**config.mk**
```make
export PLATFORM = sky130hd
export DESIGN_NAME = system_onchip_mem_arbiter
export DESIGN_NICKNAME = d
export VERILOG_FILES = /design/src/rtl/system_onchip_mem_arb_pkg.sv /design/src/rtl/system_onchip_mem_arb_grant.sv /design/src/rtl/system_onchip_mem_arbiter.sv
export SDC_FILE = /design/constraint.sdc
export NUM_CORES = 1
export LEC_CHECK = 0
export ABC_AREA = 1
export BUFFER_PORTS_ARGS = -buffer_cell sky130_fd_sc_hd__clkbuf_2
export CAP_MARGIN = 20
export CORE_AREA = 2 2 178 180
export CTS_BUF_LIST = sky130_fd_sc_hd__clkbuf_4 sky130_fd_sc_hd__clkbuf_8 sky130_fd_sc_hd__clkbuf_16
export DETAILED_ROUTE_END_ITERATION = 10
export DIE_AREA = 0 0 180 182
export PLACE_DENSITY = 0.32
export SLEW_MARGIN = 20
export SYNTH_ARGS = -nofsm -noshare
export SYNTH_HDL_FRONTEND = slang
export SYNTH_SLANG_ARGS = --single-unit
```
**constraint.sdc**
```tcl
create_clock -name clk -period 1.8 [get_ports clk]
set_input_delay 0.36 -clock clk [delete_from_list [all_inputs] [get_ports clk]]
set_output_delay 0.36 -clock clk [all_outputs]
set_load 0.02 [all_outputs]
```
**src/rtl/system_onchip_mem_arb_pkg.sv**
```systemverilog
// Shared types and default sizes for the two-master on-chip memory arbiter.
// Holds the grant FSM state encoding and the default width constants.
package system_onchip_mem_arb_pkg;

    localparam int ARB_ADDR_W   = 13;
    localparam int ARB_DATA_W   = 64;
    localparam int ARB_MAX_HOLD = 4;

    typedef enum logic [1:0] {
        ST_IDLE = 2'd0,
        ST_OWN0 = 2'd1,
        ST_OWN1 = 2'd2
    } arb_state_e;

endpackage

```
**src/rtl/system_onchip_mem_arb_grant.sv**
```systemverilog
// Grant FSM for two masters: ownership state, saturating hold counter, rr.
// Ports: clk, reset (sync, active-high), req0/req1 in, gnt0/gnt1 out.
module system_onchip_mem_arb_grant
    import system_onchip_mem_arb_pkg::*;
#(
    parameter int MAX_HOLD = ARB_MAX_HOLD
) (
    input  logic clk,
    input  logic reset,
    input  logic req0,
    input  logic req1,
    output logic gnt0,
    output logic gnt1
);

    localparam int CNT_W = $clog2(MAX_HOLD + 1);
    localparam logic [CNT_W-1:0] HOLD_MAX = CNT_W'(MAX_HOLD);
    localparam logic [CNT_W-1:0] CNT_ONE  = CNT_W'(1);

    arb_state_e       state_q, state_d;
    logic [CNT_W-1:0] cnt_q, cnt_d;
    logic             rr_q, rr_d;
    logic             g0, g1;
    logic             keep;

    always_comb begin
        g0 = 1'b0;
        g1 = 1'b0;
        unique case (state_q)
            ST_IDLE: begin
                if (req0 && req1) begin
                    g0 = ~rr_q;
                    g1 = rr_q;
                end else begin
                    g0 = req0;
                    g1 = req1;
                end
            end
            ST_OWN0: begin
                if (req0 && (!req1 || cnt_q < HOLD_MAX))
                    g0 = 1'b1;
                else
                    g1 = req1;
            end
            ST_OWN1: begin
                if (req1 && (!req0 || cnt_q < HOLD_MAX))
                    g1 = 1'b1;
                else
                    g0 = req0;
            end
            default: begin
                g0 = 1'b0;
                g1 = 1'b0;
            end
        endcase
    end

    // The current owner continuing is the only case that grows the count.
    assign keep = (g0 && state_q == ST_OWN0) ||
                  (g1 && state_q == ST_OWN1);

    always_comb begin
        state_d = state_q;
        cnt_d   = cnt_q;
        rr_d    = rr_q;
        if (g0 || g1) begin
            state_d = g1 ? ST_OWN1 : ST_OWN0;
            rr_d    = g0;
            if (!keep)
                cnt_d = CNT_ONE;
            else if (cnt_q != HOLD_MAX)
                cnt_d = cnt_q + CNT_ONE;
        end else begin
            state_d = ST_IDLE;
            cnt_d   = '0;
        end
    end

    always_ff @(posedge clk) begin
        if (reset) begin
            state_q <= ST_IDLE;
            cnt_q   <= '0;
            rr_q    <= 1'b0;
        end else begin
            state_q <= state_d;
            cnt_q   <= cnt_d;
            rr_q    <= rr_d;
        end
    end

    assign gnt0 = g0 & ~reset;
    assign gnt1 = g1 & ~reset;

endmodule

```
**src/rtl/system_onchip_mem_arbiter.sv**
```systemverilog
// Two-master arbiter in front of a single-port synchronous on-chip memory.
// Ports: clk, reset, m0_*/m1_* master buses, mem_* memory-side bus.
module system_onchip_mem_arbiter
    import system_onchip_mem_arb_pkg::*;
#(
    parameter int ADDR_W   = ARB_ADDR_W,
    parameter int DATA_W   = ARB_DATA_W,
    parameter int MAX_HOLD = ARB_MAX_HOLD,
    parameter int BE_W     = DATA_W / 8
) (
    input  logic              clk,
    input  logic              reset,
    input  logic [ADDR_W-1:0] m0_address,
    input  logic [BE_W-1:0]   m0_byteenable,
    input  logic              m0_read,
    input  logic              m0_write,
    input  logic [DATA_W-1:0] m0_writedata,
    output logic              m0_waitrequest,
    output logic [DATA_W-1:0] m0_readdata,
    output logic              m0_readdatavalid,
    input  logic [ADDR_W-1:0] m1_address,
    input  logic [BE_W-1:0]   m1_byteenable,
    input  logic              m1_read,
    input  logic              m1_write,
    input  logic [DATA_W-1:0] m1_writedata,
    output logic              m1_waitrequest,
    output logic [DATA_W-1:0] m1_readdata,
    output logic              m1_readdatavalid,
    output logic [ADDR_W-1:0] mem_address,
    output logic [BE_W-1:0]   mem_byteenable,
    output logic              mem_chipselect,
    output logic              mem_write,
    output logic [DATA_W-1:0] mem_writedata,
    output logic              mem_clken,
    input  logic [DATA_W-1:0] mem_readdata
);

    logic req0, req1;
    logic gnt0, gnt1;
    logic tag_vld_q, tag_vld_d;
    logic tag_id_q, tag_id_d;

    assign req0 = m0_read | m0_write;
    assign req1 = m1_read | m1_write;

    system_onchip_mem_arb_grant #(
        .MAX_HOLD (MAX_HOLD)
    ) u_grant (
        .clk   (clk),
        .reset (reset),
        .req0  (req0),
        .req1  (req1),
        .gnt0  (gnt0),
        .gnt1  (gnt1)
    );

    always_comb begin
        mem_address    = '0;
        mem_byteenable = '0;
        mem_writedata  = '0;
        mem_chipselect = 1'b0;
        mem_write      = 1'b0;
        unique case (1'b1)
            gnt0: begin
                mem_address    = m0_address;
                mem_byteenable = m0_byteenable;
                mem_writedata  = m0_writedata;
                mem_chipselect = 1'b1;
                mem_write      = m0_write;
            end
            gnt1: begin
                mem_address    = m1_address;
                mem_byteenable = m1_byteenable;
                mem_writedata  = m1_writedata;
                mem_chipselect = 1'b1;
                mem_write      = m1_write;
            end
            default: begin
                mem_chipselect = 1'b0;
            end
        endcase
    end

    assign mem_clken = ~reset;

    // Write wins over read, so a request with write set never tags a read.
    always_comb begin
        tag_vld_d = (gnt0 & ~m0_write) | (gnt1 & ~m1_write);
        tag_id_d  = gnt1;
    end

    always_ff @(posedge clk) begin
        if (reset) begin
            tag_vld_q <= 1'b0;
            tag_id_q  <= 1'b0;
        end else begin
            tag_vld_q <= tag_vld_d;
            tag_id_q  <= tag_id_d;
        end
    end

    assign m0_waitrequest = req0 & ~gnt0;
    assign m1_waitrequest = req1 & ~gnt1;

    assign m0_readdata = mem_readdata;
    assign m1_readdata = mem_readdata;

    // Gating with reset drops a read that was granted just before reset.
    assign m0_readdatavalid = tag_vld_q & ~tag_id_q & ~reset;
    assign m1_readdatavalid = tag_vld_q & tag_id_q & ~reset;

endmodule

```
### After elaboration in Yosys (flattened, before gate mapping)

Index checks and enable logic that the tools add are counted.

| word-level totals | value |
|---|---|
| flip-flop bits (word level) | 8 |
| bits in latches | 0 |
| RAM bits | 0 |
| memory bits (read-only) | 0 |
| input bits | 240 |
| output and inout port bits | 220 |
| memories kept | 0 |

| operators by class | value |
|---|---|
| add/subtract/negate cells | 1 |
| $mul | 0 |
| div/mod/pow operators | 0 |
| magnitude comparators | 1 |
| equal/unequal tests | 4 |
| shift-type cells | 0 |
| multiplexer cells | 16 |
| bitwise gates (word level) | 22 |
| reductions and logical operators | 15 |

Operator list:

| operator | count |
|---|---|
| case mux 64 bit (2 select lines) | 1 |
| case mux 13 bit (2 select lines) | 1 |
| case mux 8 bit (2 select lines) | 1 |
| AND 1 bit | 10 |
| 2-to-1 mux 1 bit | 9 |
| inverter 1 bit | 9 |
| case mux 1 bit (3 select lines) | 2 |
| logical AND 1 bit | 5 |
| logical OR 1 bit | 4 |
| OR reduction 2 bit | 2 |
| adder 3 x 1 -> 3 bit, second input constant | 1 |
| < comparator 3 bit, second input constant | 1 |
| inequality test 3 bit, second input constant | 1 |
| OR 1 bit | 3 |
| OR reduction 3 bit | 1 |
| equality test 2 x 1 -> 1 bit, second input constant | 1 |
| equality test 2 bit, second input constant | 1 |
| zero test 1 bit | 2 |
| zero test 2 bit | 1 |
| 2-to-1 mux 2 bit | 1 |
| inequality test 2 bit, second input constant | 1 |
| case mux 1 bit (2 select lines) | 1 |

### Logic depth before layout (Yosys ltp)

| logic depth | value |
|---|---|
| depth after elaboration | 10 |
| depth in mapped cells | 9 |
| gate-level depth less buffers | 8 |

### Hierarchy

A second synthesis with hierarchy kept.

| second synthesis, totals | value |
|---|---|
| cell total of the unflattened synthesis | 487 |
| area, all modules | 2,563.7 sq um |

Modules (own cells, without submodules):

| module | instances | cells an instance | area an instance (sq um) |
|---|---|---|---|
| system_onchip_mem_arbiter | 1 | 427 | 2,183.3 |
| system_onchip_mem_arb_grant | 1 | 60 | 380.4 |

### Worst setup path before layout

No wires, ideal clock.

| path | value |
|---|---|
| kind | input port to output port |
| from | input m0_write |
| to | output mem_writedata[27] |
| arrival | 1.421 ns |
| path slack | 0.019 ns |
| stages | 7 |
| cell sequence | nor2_4 inv_2 nand2_1 nand2_1 nand2_2 nand3_4 o21ai_0 |

| on the way | value |
|---|---|
| word-level cells in the longest chain between the ends | 8 |
| elaborated cells between the ends (all ways) | 17 |
| classes of those cells | mux (9); bitwise (3); reduce/logical (5) |

RTL lines:

| what | RTL line | RTL |
|---|---|---|
| from (decl) | system_onchip_mem_arbiter.sv:16 | `input logic m0_write,` |
| OR 1 bit * | system_onchip_mem_arbiter.sv:43 | `assign req0 = m0_read \| m0_write;` |
| zero test 1 bit | system_onchip_mem_arb_grant.sv:46 | `if (req1 && (!req0 \|\| cnt_q < HOLD_MAX))` |
| logical OR 1 bit | system_onchip_mem_arb_grant.sv:46 |  |
| logical AND 1 bit | system_onchip_mem_arb_grant.sv:46 |  |
| 2-to-1 mux 1 bit | system_onchip_mem_arb_grant.sv:46 |  |
| case mux 1 bit (3 select lines) | system_onchip_mem_arb_grant.sv:29 | `unique case (state_q)` |
| AND 1 bit (on tied branches) | system_onchip_mem_arb_grant.sv:92, system_onchip_mem_arb_grant.sv:91 |  |
| case mux 64 bit (2 select lines) * | system_onchip_mem_arbiter.sv:63 | `unique case (1'b1)` |
| to (decl) | system_onchip_mem_arbiter.sv:33 | `output logic [DATA_W-1:0] mem_writedata,` |

Mark *: on every way between the ends. The rest lies on a longest branch, timed or not.

### Final worst setup path

| path | value |
|---|---|
| from | register u_grant.state_q[0] |
| to | output mem_writedata[42] |

| on the way | value |
|---|---|
| word-level cells in the longest chain between the ends | 4 |
| elaborated cells between the ends (all ways) | 8 |
| classes of those cells | eq/ne (2); mux (3); bitwise (2); reduce/logical (1) |

RTL lines:

| what | RTL line | RTL |
|---|---|---|
| from (decl) | system_onchip_mem_arb_grant.sv:20 | `arb_state_e state_q, state_d;` |
| from (signal assigned) | system_onchip_mem_arb_grant.sv:85 | `state_q <= state_d;` |
| equality test 2 bit, or another cell as far along | system_onchip_mem_arb_grant.sv:29 |  |
| case mux 1 bit (3 select lines) | system_onchip_mem_arb_grant.sv:29 |  |
| AND 1 bit (on tied branches) | system_onchip_mem_arb_grant.sv:92, system_onchip_mem_arb_grant.sv:91 |  |
| case mux 64 bit (2 select lines) * | system_onchip_mem_arbiter.sv:63 |  |

Marked as above.

==> summary.md <==
| Metric | Value |
|---|---|
| Status | complete, but fails checks |
| Failing checks | setup timing |
| Power Density | 1042 nW/um^2 |
| Pin count of the biggest net entering global routing | 35 |
| Ports | 460 |
| Final setup margin | -0.3467 ns |
| CTS tree | built |
| RSZ-0062 raised after global routing | yes |
| Area growth syn-to-layout | 84.14% |
| Crit-path max FO | 7 |
| Final Cycle Share | 119.3% |
| Crit Path Category | register to primary output |
| Clock Latency Late Sink | 0.23 ns |
| Final wirelength | 16940 microns |
| # diodes | 0 |
| Max-slew violation count | 0 |
| R2r endpoint | tag_vld_q$_SDFF_PP0_ |
| Port-buffer cells | 267 |
| Hold Path Depth | 2 |
| Top cell type's share of synthesized area | 31.89% |
| Max cap viols | 0 |
| CP max stage delay | 0.32 ns |
| Initial Utilization | 9.954% |
| Syn Inst Count | 484 |
| Overall global routing resource usage | 9.529% |
| Overflow after GRT | 0 |
| Die ar. | 32760 sq um |
| Worst setup path startpoint | u_grant.state_q[0]$_SDFF_PP0_ |
| Post-layout instance area | 5679 sq um |
| Syn_nets | 726 |
| H-tree Lvls | 1 |
| Crit path time final | 2.147 ns |
| Die Ht | 182 microns |
| Hold Crit Class | register to register |
| Via density | 3.385 |
| Highest clock rate | 0.4658 GHz |
| Synth cell count leaders | buf_4, inv_1, nand3_1, o21ai_2, o21ai_1 |
| Num CTS Buffers | 3 |
| Core area | 30990 sq um |
| Initial drt markers | 61 |
| Vias in the first global route | 3949 |
| Synth area leaders | buf_4, o21ai_2, nand3_1 |
| Die width | 180 microns |
| Sink Count | 8 |
| Post-synth cell types | 27 |
| Mapped cell area | 3084 sq um |
| Post-synth EDFFs | 0 |
| Routed Antenna Nets | 0 |
| Asr flop ratio synth | 0% |
| CTS Buffer Depth | 2 |
| Crit. End Element | primary output |
| Endpoints failing hold | 0 |
| Count leader, synth | buf_4 |
| Cell taking the most area after synthesis | buf_4 |
| Clock transition at path regs | 0.04 ns |
| Layout cells sized above 1 | 67.16% |
| Register bit count reported by yosys | 8 |
| Clk root buf | clkbuf_16 |
| Final net count | 917 |
| Worst vdd ir | 0.3536 mV |
| Row Count | 65 |
| Pre-CTS WS | -0.3523 ns |
| Worst slew margin relative to its limit | 84.57% |
| Static Leak | 2.980 nW |
| Worst EP required | 1.44 ns |
| Final setup vio count | 89 |
| Sequential share of the synthesized area | 5.193% |
| RR Startpoint | u_grant.state_q[1]$_SDFF_PP0_ |
| TritonRoute pass-1 iters | 4 |
| Hold buffer count at cts | 0 |
| YS warnings | 0 |
| Drt wl/cell | 15.76 microns |
| CP endpoint | mem_writedata[42] |
| DRC | 0 |
| Crit path cell chain | buf_4 -> nor3_4 -> nor2_2 -> nand2_2 -> nand3_4 -> buf_12 -> buf_16 -> buf_6 -> o21ai_2 -> clkbuf_8 |
| Vias | 3639 |
| Clk_skew | 0.004626 ns |
| CP Launch Type | register |
| Placed Instance Area | 4207 sq um |
| Initial antenna violation count | 0 |
| First-pass GRT wire length | 23730 microns |
| Slew @ Worst Pin | 0.2304 ns |
| GPL Wtd Cong | 0.7172 |
| Ys flop type | dfxtp_1 |
| Hpwl dp | 11480 microns |
| CP arrival | 1.79 ns |
| Post-Syn Area per Cell | 6.372 sq um |
| Worst Reg-to-Reg Cells | 10 |
| Reg2reg setup slack | 0.21 ns |
| Critical path's slowest cell | dfxtp_2 |
report_power, final:
group	switching, mW	internal, mW
sequential	0.0428	0.228
clock	0.0873	0.286
combinational	2.57	2.70
registers in the layout, indices dropped and copies added, names as in the netlist:
name and cells:
tag_id_q 1, tag_vld_q 1, u_grant.cnt_q 3, u_grant.rr_q 1
u_grant.state_q 2
layout make-up:
cell class / instances / area (sq um)
inverter: 98 / 374.1
tap: 402 / 503.0
multi-input combinational: 222 / 1597
sequential: 8 / 166.4
timing repair buffer: 342 / 2964
clock buffer: 3 / 75.07
fill: 3533 / 25310
placed cells by master (no fill, tap or decap), types with 3 or more instances in the layout:
master	n
a21oi_1	3
buf_12	11
buf_16	8
buf_4	60
buf_6	11
buf_8	9
clkbuf_16	5
clkbuf_2	178
clkbuf_8	60
dfxtp_1	5
inv_1	92
inv_2	4
nand2_1	18
nand3_1	78
nand3_2	13
nor2_1	4
nor2_2	3
o21ai_1	13
o21ai_2	63
o21ai_4	11
metrics by stage:
stage	power [mW]	util, %	hold WS [ns]	TNS, ns	cells
after global placement	3.510	13.58	0.5052	-18.76	1042
final	5.916	18.33	0.4981	-25.85	1075
after detailed placement	3.482	13.58	0.4949	-19.71	1042
after CTS	5.774	17.78	0.5003	-26.14	1070
after floorplan	2.605	-	0.4564	0	484
after global routing	6.298	18.33	0.5353	-32.70	1075
cells by family (layout without fill, tap and decap cells):
group | Yosys count | count (layout) | share of synthesized area (%)
buffers and inverters | 254 | 443 | 49.65
adder cells (fa/ha/maj) | 2 | 2 | 0.8112
AO/OA/AOI/OAI | 94 | 94 | 23.57
flip-flops | 8 | 8 | 5.193
AND/OR/NAND/NOR | 124 | 124 | 20.20
XOR/XNOR | 2 | 2 | 0.5681
what timing repair did:
action,4_1_cts,5_1_grt
hold endpoints to repair,0,0
setup endpoints to repair,89,89
buffers inserted,17,3
cloned,8,3
pin swaps,12,4
gates resized for setup,205,50
worst min-delay path by stage:
stage	startpoint	endpoint	slack, ns
finish	u_grant.rr_q$_SDFFE_PP0N_	u_grant.rr_q$_SDFFE_PP0N_	0.50
detailed placement	u_grant.rr_q$_SDFFE_PP0N_	u_grant.rr_q$_SDFFE_PP0N_	0.49
global placement	u_grant.cnt_q[1]$_SDFFE_PP0N_	u_grant.cnt_q[1]$_SDFFE_PP0N_	0.51
CTS	u_grant.rr_q$_SDFFE_PP0N_	u_grant.rr_q$_SDFFE_PP0N_	0.50
global route	m0_write	tag_vld_q$_SDFF_PP0_	0.54
floorplan	u_grant.rr_q$_SDFFE_PP0N_	u_grant.rr_q$_SDFFE_PP0N_	0.46
metal layers:
metal	GRT usage, %	routed length, microns	up-vias
li1	-	-	1776
met1	10.11	6110	1576
met2	17.73	8699	223
met3	2.306	1347	64
met4	4.358	784	0
met5	0	0	-
critical path: cells and delay by family, from the launching register on:
kind | cells | cell delay, ns
flip-flops | 1 | 0.32
buffers and inverters | 5 | 0.73
AO/OA/AOI/OAI | 1 | 0.14
AND/OR/NAND/NOR | 4 | 0.34
No activity file was read; power rests on OpenSTA's default activity.
